==> src/rtl/rcpu_mem_pkg.sv <==
// Shared constants and state encoding for the rcpu memory arbiter.
// The FSM encoding is one-hot per grant so each gnt output is a flop bit.
package rcpu_mem_pkg;

  localparam int ADDR_W = 16;
  localparam int DATA_W = 16;

  localparam logic PORT_CPU = 1'b0;
  localparam logic PORT_DMA = 1'b1;

  localparam logic [1:0] IDLE   = 2'b00;
  localparam logic [1:0] GRANT0 = 2'b01;
  localparam logic [1:0] GRANT1 = 2'b10;

  typedef enum logic [1:0] {
    ST_IDLE   = IDLE,
    ST_GRANT0 = GRANT0,
    ST_GRANT1 = GRANT1
  } arb_state_e;

  function automatic arb_state_e grantState(input logic port);
    return (port == PORT_DMA) ? ST_GRANT1 : ST_GRANT0;
  endfunction

endpackage

==> src/rtl/mem_arbiter_if.sv <==
// Requester and RAM-side signal bundle for mem_arbiter.
// The slave modport is the arbiter's view; master is the requesters/RAM view.
interface mem_arbiter_if #(
  parameter int ADDR_W = rcpu_mem_pkg::ADDR_W,
  parameter int DATA_W = rcpu_mem_pkg::DATA_W
) ();

  logic              req0;
  logic              we0;
  logic [ADDR_W-1:0] addr0;
  logic [DATA_W-1:0] wdata0;
  logic              gnt0;
  logic              rvalid0;
  logic [DATA_W-1:0] rdata0;

  logic              req1;
  logic              we1;
  logic [ADDR_W-1:0] addr1;
  logic [DATA_W-1:0] wdata1;
  logic              gnt1;
  logic              rvalid1;
  logic [DATA_W-1:0] rdata1;

  logic [ADDR_W-1:0] memAddr;
  logic [DATA_W-1:0] memWrite;
  logic              memWE;
  logic [DATA_W-1:0] memRead;

  modport slave (
    input  req0, we0, addr0, wdata0,
    output gnt0, rvalid0, rdata0,
    input  req1, we1, addr1, wdata1,
    output gnt1, rvalid1, rdata1,
    output memAddr, memWrite, memWE,
    input  memRead
  );

  modport master (
    output req0, we0, addr0, wdata0,
    input  gnt0, rvalid0, rdata0,
    output req1, we1, addr1, wdata1,
    input  gnt1, rvalid1, rdata1,
    input  memAddr, memWrite, memWE,
    output memRead
  );

endinterface

==> src/rtl/rr_pick2.sv <==
// Combinational two-way picker: with both ports eligible, round-robin mode
// favours the port that was not granted last, otherwise the CPU port wins.
module rr_pick2
  import rcpu_mem_pkg::*;
(
  input  logic [1:0] eligible,
  input  logic       last,
  input  logic       rrEn,
  output logic       valid,
  output logic       winner
);

  always_comb begin
    valid  = |eligible;
    winner = eligible[1];
    if (eligible == 2'b11) begin
      winner = rrEn ? ~last : PORT_CPU;
    end
  end

endmodule

==> src/rtl/mem_arbiter.sv <==
// Two-port arbiter in front of the single-port synchronous RAM; all RAM-side
// outputs are registered. Define MEM_ARB_ROUND_ROBIN_EN for fair alternation.
module mem_arbiter #(
  parameter int ADDR_W = rcpu_mem_pkg::ADDR_W,
  parameter int DATA_W = rcpu_mem_pkg::DATA_W
) (
  input  logic          clk,
  input  logic          rst,
  mem_arbiter_if.slave  bus
);

  import rcpu_mem_pkg::*;

`ifdef MEM_ARB_ROUND_ROBIN_EN
  localparam logic RR_EN = 1'b1;
`else
  localparam logic RR_EN = 1'b0;
`endif

  arb_state_e        state_q;
  logic [ADDR_W-1:0] memAddr_q;
  logic [DATA_W-1:0] memWrite_q;
  logic              memWE_q;
  logic              lastGnt_q;
  logic              rdPend_q;
  logic              rdPort_q;
  logic              rvalid0_q;
  logic              rvalid1_q;

  logic [1:0]        eligible;
  logic              pickValid;
  logic              pickWinner;
  logic [ADDR_W-1:0] selAddr;
  logic [DATA_W-1:0] selWdata;
  logic              selWe;

  // A port in its own grant cycle is masked so a held request cannot win twice in a row.
  always_comb begin
    eligible = {bus.req1 & ~state_q[1], bus.req0 & ~state_q[0]};
    selAddr  = pickWinner ? bus.addr1  : bus.addr0;
    selWdata = pickWinner ? bus.wdata1 : bus.wdata0;
    selWe    = pickWinner ? bus.we1    : bus.we0;
  end

  rr_pick2 u_pick (
    .eligible (eligible),
    .last     (lastGnt_q),
    .rrEn     (RR_EN),
    .valid    (pickValid),
    .winner   (pickWinner)
  );

  // Reset drops any in-flight read so no rvalid appears after release.
  always_ff @(posedge clk or negedge rst) begin
    if (!rst) begin
      state_q    <= ST_IDLE;
      memAddr_q  <= '0;
      memWrite_q <= '0;
      memWE_q    <= 1'b0;
      lastGnt_q  <= PORT_DMA;
      rdPend_q   <= 1'b0;
      rdPort_q   <= PORT_CPU;
      rvalid0_q  <= 1'b0;
      rvalid1_q  <= 1'b0;
    end else begin
      rvalid0_q <= rdPend_q & (rdPort_q == PORT_CPU);
      rvalid1_q <= rdPend_q & (rdPort_q == PORT_DMA);
      if (pickValid) begin
        state_q    <= grantState(pickWinner);
        memAddr_q  <= selAddr;
        memWrite_q <= selWdata;
        memWE_q    <= selWe;
        lastGnt_q  <= pickWinner;
        rdPend_q   <= ~selWe;
        rdPort_q   <= pickWinner;
      end else begin
        state_q  <= ST_IDLE;
        memWE_q  <= 1'b0;
        rdPend_q <= 1'b0;
      end
    end
  end

  // Read data is a combinational pass-through of the RAM, gated per port by rvalid.
  always_comb begin
    bus.gnt0     = state_q[0];
    bus.gnt1     = state_q[1];
    bus.memAddr  = memAddr_q;
    bus.memWrite = memWrite_q;
    bus.memWE    = memWE_q;
    bus.rvalid0  = rvalid0_q;
    bus.rvalid1  = rvalid1_q;
    bus.rdata0   = rvalid0_q ? bus.memRead : '0;
    bus.rdata1   = rvalid1_q ? bus.memRead : '0;
  end

endmodule

==> src/flat_wrapper.sv <==
// flat-port wrapper written by rule: the top's interface ports become plain ports
module mem_arbiter_flat import rcpu_mem_pkg::*;
#(
  parameter int ADDR_W = rcpu_mem_pkg::ADDR_W,
  parameter int DATA_W = rcpu_mem_pkg::DATA_W
)
  (clk, rst, bus_req0, bus_we0, bus_addr0, bus_wdata0, bus_gnt0, bus_rvalid0, bus_rdata0, bus_req1, bus_we1, bus_addr1, bus_wdata1, bus_gnt1, bus_rvalid1, bus_rdata1, bus_memAddr, bus_memWrite, bus_memWE, bus_memRead);
  mem_arbiter_if #(.ADDR_W(ADDR_W), .DATA_W(DATA_W)) bus_i ();
  input  logic clk;
  input  logic rst;
  input wire logic [$bits(bus_i.req0)-1:0] bus_req0;
  input wire logic [$bits(bus_i.we0)-1:0] bus_we0;
  input wire logic [$bits(bus_i.addr0)-1:0] bus_addr0;
  input wire logic [$bits(bus_i.wdata0)-1:0] bus_wdata0;
  output wire logic [$bits(bus_i.gnt0)-1:0] bus_gnt0;
  output wire logic [$bits(bus_i.rvalid0)-1:0] bus_rvalid0;
  output wire logic [$bits(bus_i.rdata0)-1:0] bus_rdata0;
  input wire logic [$bits(bus_i.req1)-1:0] bus_req1;
  input wire logic [$bits(bus_i.we1)-1:0] bus_we1;
  input wire logic [$bits(bus_i.addr1)-1:0] bus_addr1;
  input wire logic [$bits(bus_i.wdata1)-1:0] bus_wdata1;
  output wire logic [$bits(bus_i.gnt1)-1:0] bus_gnt1;
  output wire logic [$bits(bus_i.rvalid1)-1:0] bus_rvalid1;
  output wire logic [$bits(bus_i.rdata1)-1:0] bus_rdata1;
  output wire logic [$bits(bus_i.memAddr)-1:0] bus_memAddr;
  output wire logic [$bits(bus_i.memWrite)-1:0] bus_memWrite;
  output wire logic [$bits(bus_i.memWE)-1:0] bus_memWE;
  input wire logic [$bits(bus_i.memRead)-1:0] bus_memRead;
  assign bus_i.req0 = bus_req0;
  assign bus_i.we0 = bus_we0;
  assign bus_i.addr0 = bus_addr0;
  assign bus_i.wdata0 = bus_wdata0;
  assign bus_gnt0 = bus_i.gnt0;
  assign bus_rvalid0 = bus_i.rvalid0;
  assign bus_rdata0 = bus_i.rdata0;
  assign bus_i.req1 = bus_req1;
  assign bus_i.we1 = bus_we1;
  assign bus_i.addr1 = bus_addr1;
  assign bus_i.wdata1 = bus_wdata1;
  assign bus_gnt1 = bus_i.gnt1;
  assign bus_rvalid1 = bus_i.rvalid1;
  assign bus_rdata1 = bus_i.rdata1;
  assign bus_memAddr = bus_i.memAddr;
  assign bus_memWrite = bus_i.memWrite;
  assign bus_memWE = bus_i.memWE;
  assign bus_i.memRead = bus_memRead;
  mem_arbiter #(.ADDR_W(ADDR_W), .DATA_W(DATA_W)) u_core (.clk(clk), .rst(rst), .bus(bus_i));
endmodule
==> config.mk <==
export PLATFORM = sky130hd
export DESIGN_NAME = mem_arbiter_flat
export DESIGN_NICKNAME = d
export VERILOG_FILES = /design/src/rtl/rcpu_mem_pkg.sv /design/src/rtl/mem_arbiter_if.sv /design/src/rtl/rr_pick2.sv /design/src/rtl/mem_arbiter.sv /design/src/flat_wrapper.sv
export SDC_FILE = /design/constraint.sdc
export NUM_CORES = 1
export LEC_CHECK = 0
export ABC_CLOCK_PERIOD_IN_PS = 1820
export CORE_ASPECT_RATIO = 1.75
export CORE_MARGIN = 3
export CORE_UTILIZATION = 35
export CTS_BUF_LIST = sky130_fd_sc_hd__clkbuf_4 sky130_fd_sc_hd__clkbuf_8
export DETAILED_ROUTE_END_ITERATION = 10
export PLACE_DENSITY = 0.83
export SYNTH_ARGS = -nofsm -noshare
export SYNTH_HDL_FRONTEND = slang
export SYNTH_HIERARCHICAL = 1
export SYNTH_SLANG_ARGS = --single-unit
==> constraint.sdc <==
create_clock -name clk -period 1.82 [get_ports clk]
set_input_delay 0.455 -clock clk [delete_from_list [all_inputs] [get_ports clk]]
set_output_delay 0.455 -clock clk [all_outputs]
set_load 0.005 [all_outputs]
======== Word-level counts from Yosys, hierarchy flattened ========
Cells that the tools add are included.
storage, ports and cells
  output and inout port bits .............. 69
  register bits after elaboration ......... 39
operators by class
  reduce and logical (&&, ||, !) cells .... 1
  bitwise gates (word level) .............. 8
  mux-type cells .......................... 10
  equality and inequality tests ........... 1
operators with widths
  operator              count
  $mux W16              4
  $and A1 B1 Y1         4
  $mux W1               4
  $mux W2               2
  $not A1 Y1            4
  $eq A2 B2 Y1 const B  1
  $reduce_or A2 Y1      1

======== Depth between registers and ports, before layout ========
  depth in word-level cells ............... 7
  depth in mapped cells ................... 6
  mapped depth without buffers ............ 4

======== Modules after synthesis ========
Netlist, hierarchy kept.
modules (own cells, without submodules)
  module       sequential area each (µm²)  instances  area each (µm²)  cells an instance
  mem_arbiter  1,002.2                     1          2,000.7          197
  rr_pick2     0.0                         1          20.0             3

======== Worst setup path after synthesis ========
No wires, ideal clock.
  path kind ............................... input port to flip-flop
  start point ............................. in bus_req1
  end point ............................... reg u_core.memAddr_q[10] (netlist: u_core/bus.memAddr[10])
  arrival ................................. 1.316 ns
  library setup time ...................... 0.137 ns
  slack ................................... 0.367 ns
  stages .................................. 6
  cells stage by stage .................... nor2b_1 -> a21boi_1 -> buf_6 -> buf_12 -> mux2i_1 -> a21oi_1
on the way
  word-level cells in the longest chain between the ends .. 4
  elaborated cells on any way between the ends .. 5
RTL lines
  what                   line                source
  from (decl)            flat_wrapper.sv:18  input wire logic [$bits(bus_i.req1)-1:0] bus_req1;
  $and A1 B1 Y1 (*)      mem_arbiter.sv:39   eligible = {bus.req1 & ~state_q[1], bus.req0 & ~state_q[0]};
  $eq A2 B2 Y1           rr_pick2.sv:16      if (eligible == 2'b11) begin
  $mux W1 (*)            rr_pick2.sv:16
  net u_core.pickWinner  mem_arbiter.sv:32   logic pickWinner;
  $mux W16 (*)           mem_arbiter.sv:40   selAddr = pickWinner ? bus.addr1 : bus.addr0;
  to (signal assigned)   mem_arbiter.sv:70   memAddr_q <= selAddr;
  to (decl)              mem_arbiter.sv:21   logic [ADDR_W-1:0] memAddr_q;
The timed path passes the listed nets; every way through them passes the cells marked *.
A chain may end at the register's enable or synchronous reset.

======== Worst setup path after layout ========
  start point ............................. in bus_memRead[13]
  end point ............................... out bus_rdata1[13]
on the way
  word-level cells in the longest chain between the ends .. 1
RTL lines
  what         line                source
  from (decl)  flat_wrapper.sv:28  input wire logic [$bits(bus_i.memRead)-1:0] bus_memRead;
  $mux W16     mem_arbiter.sv:94   bus.rdata1 = rvalid1_q ? bus.memRead : '0;
  to (decl)    flat_wrapper.sv:24  output wire logic [$bits(bus_i.rdata1)-1:0] bus_rdata1;
Every way passes these cells.

==> results.md <==
* Seq/Total Area, Yosys at 0.496
* Mapped Cells at 200
* Peak supply drop at 0.000648 V
* Core ar. at 0.00559 sq mm
* Reg-to-reg endpoint: u_core/bus.memWrite[8]
* Status: complete, no violations
* # DRC at 0
* RSZ-0062 raised after global routing: yes
* CTS tree: built
* Top post-synthesis cells by count: dfrtp_1, and2_1, mux2i_1, a21oi_1, nor2_1
* Ys async rst share at 1.00
* Slowest cell on crit path: clkdlybuf4s50_1
* Crit share post-route at 0.969
* Max-cap violation count at 0
* Final TNS setup at 0 ps
* Power Dens Cells at 781 mW/mm^2
* # hold bufs at CTS at 0
* Hpwl dp at 5030 microns
* Max Slew Vio Count at 0
* Avg WL per Cell at 13.9 microns
* # setup viols final at 0
* Layout cells sized above 1 at 0.0588
* Vias at 1983
* Die area at 0.00676 sq mm
* Top post-synthesis cells by area: dfrtp_1, mux2i_1, and2_1, a21oi_1, nor2_1
* First-pass GRT wire length at 9670 microns
* Count leader, synth: dfrtp_1
* EDFF count, synth at 0
* Die Y at 107 microns
* Max Freq at 567 MHz
* Post-CTS setup buffers at 0
* IO Port Bufs at 154
* CTS Sinks at 40
* Synth warnings at 6
* # nets final at 442
* Area leader, netlist: dfrtp_1
* Via/cell ratio at 4.58
* Type of the tightest min-delay check: in2async
* Reg-to-Reg Start: u_core/state_q[1]
* H-tree levels at 2
* Mapped Avg Cell Area at 10.1 sq um
* Leakage at 1.72 nW
* Hold Slack at 126 ps
* Grt total ovfl at 0
* CTS buffer count at 5
* Final hold violations at 0
* Clock Tree Root: clkbuf_8
* Worst Path Class, Setup: in2out
* P&R area growth vs syn at 85.4%
* Main synth FF type: dfrtp_1
* Antenna diode instance count at 0
* Final Skew at 10.7 ps
* Family with the most delay on the worst path: buffers and inverters
* Post-synthesis cell type count at 18
* Ports at 155
* Initial antenna violation count at 0
* Initial core utilization at 0.362
* Total wire length at 6030 microns
* Crit end category: primary output
* Crit-path max FO at 2
* GRT Resource Usage Total at 0.180
* CP Cell Sequence: clkdlybuf4s50_1 > and2_1 > dlygate4sd2_1
* Std-Cell Rows at 36
* DRT iter0 DRCs at 58
* Worst r2r path cells at 5
* Clock buffer depth at 2
* Fill count at 519
* Gpl congestion at 0.801
* Largest net degree at the start of global routing at 41
* Die extent in x at 63.4 microns
* Crit path largest cell delay at 420 ps
* Crit path time final at 1760 ps
* Mapped Area at 0.00202 sq mm
* Pre-antenna DRT Iters at 4
* Clock transition at path regs at 70 ps
* Bufs and invs on worst path at 2
* Vias in the first global route at 1994
* Mapped Nets at 286
* Synth top area share at 0.483
* R2r setup slk at 380 ps
* Yosys reg bits at 40
* Final ANT Viol Nets at 0
* Worst-skew pair later-pin latency at 280 ps
* CP Launch Type: input pin
* CP arrival at 1310 ps
* Worst Path Required at 1360 ps
-- cell usage in the layout (no fill, tap or decap) --
cell               n
mux2i_1           33
nand2_1            1
clkdlybuf4s15_1    1
a21oi_1           32
nand2b_1           1
dlygate4sd2_1     31
conb_1             1
o21ai_0            2
a21boi_4           1
nor2b_1            5
inv_1              3
dfstp_2            1
clkdlybuf4s50_1  120
nor2_1            32
dlymetal6s2s_1     1
buf_4              4
or2_2              1
buf_2              1
dfrtp_1           39
clkbuf_4           1
clkbuf_8           7
buf_12             5
and2_1            34
-- worst max-delay path by stage --
stage | to | slack [ps] | cells after the start | start
final | bus_rdata1[13] | 60 | 3 | bus_memRead[13]
after global routing | u_core/bus.memWrite[10] | -5 | 6 | bus_req1
after CTS | bus_rvalid1 | 40 | 2 | u_core/bus.rvalid1
after detailed placement | bus_rdata1[8] | -220 | 3 | bus_memRead[8]
after global placement | bus_rdata1[8] | -200 | 3 | bus_memRead[8]
after floorplan | u_core/bus.memAddr[10] | 370 | 6 | bus_req1
-- cell families after synthesis --
logic type      Yosys count  synth area share
other cells               1           0.00186
simple gates             74             0.188
mux                      33             0.163
compound gates           35            0.0879
flops                    40             0.496
buf+inv                  17            0.0625
-- what timing repair did --
action | 4_1_cts | 5_1_grt
setup endpoints to repair | 32 | 3
pin swaps | 0 | 0
resized for setup | 32 | 2
-- cell type report --
class                      instances  area, sq um  share of cell area
clock buffer                       8          104              0.0277
inverter                           3         11.3             0.00301
multi-input combinational        143          903               0.241
sequential                        40         1000               0.268
tap                               76         95.1              0.0254
timing repair buffer             163         1630               0.435
-- power by group --
part	switching (mW)	internal, mW
combinational	0.415	0.708
clock	0.283	0.361
sequential	0.0897	1.07
total	0.788	2.14
-- per-layer routing --
layer,wire [microns],global-route usage,up-vias
met4,142,0.0603,0
met5,0,0,-
met3,480,0.0433,10
met1,1980,0.175,902
li1,-,-,974
met2,3430,0.358,97
-- sequential cells by signal, summed over array words and instances, names as in the netlist --
signal               cells
u_core/bus.memWrite     16
u_core/lastGnt_q         1
u_core/bus.rvalid0       1
u_core/bus.rvalid1       1
u_core/bus.memAddr      16
u_core/state_q           2
u_core/rdPend_q          1
u_core/bus.memWE         1
u_core/rdPort_q          1
-- metrics by stage --
| step | cells | setup slack, ps | util | area (sq um) | total power [mW] |
|---|---|---|---|---|---|
| after global placement | 425 | -197 | 0.659 | 3680 | 2.32 |
| final | 433 | 55.5 | 0.671 | 3750 | 2.93 |
| after CTS | 433 | 37.2 | 0.670 | 3740 | 2.97 |
| after detailed placement | 425 | -216 | 0.659 | 3680 | 2.35 |
| after global routing | 433 | -4.71 | 0.671 | 3750 | 3.12 |
| after floorplan | 200 | 367 | - | 2020 | 1.60 |
(Power assumes the default switching activity.)
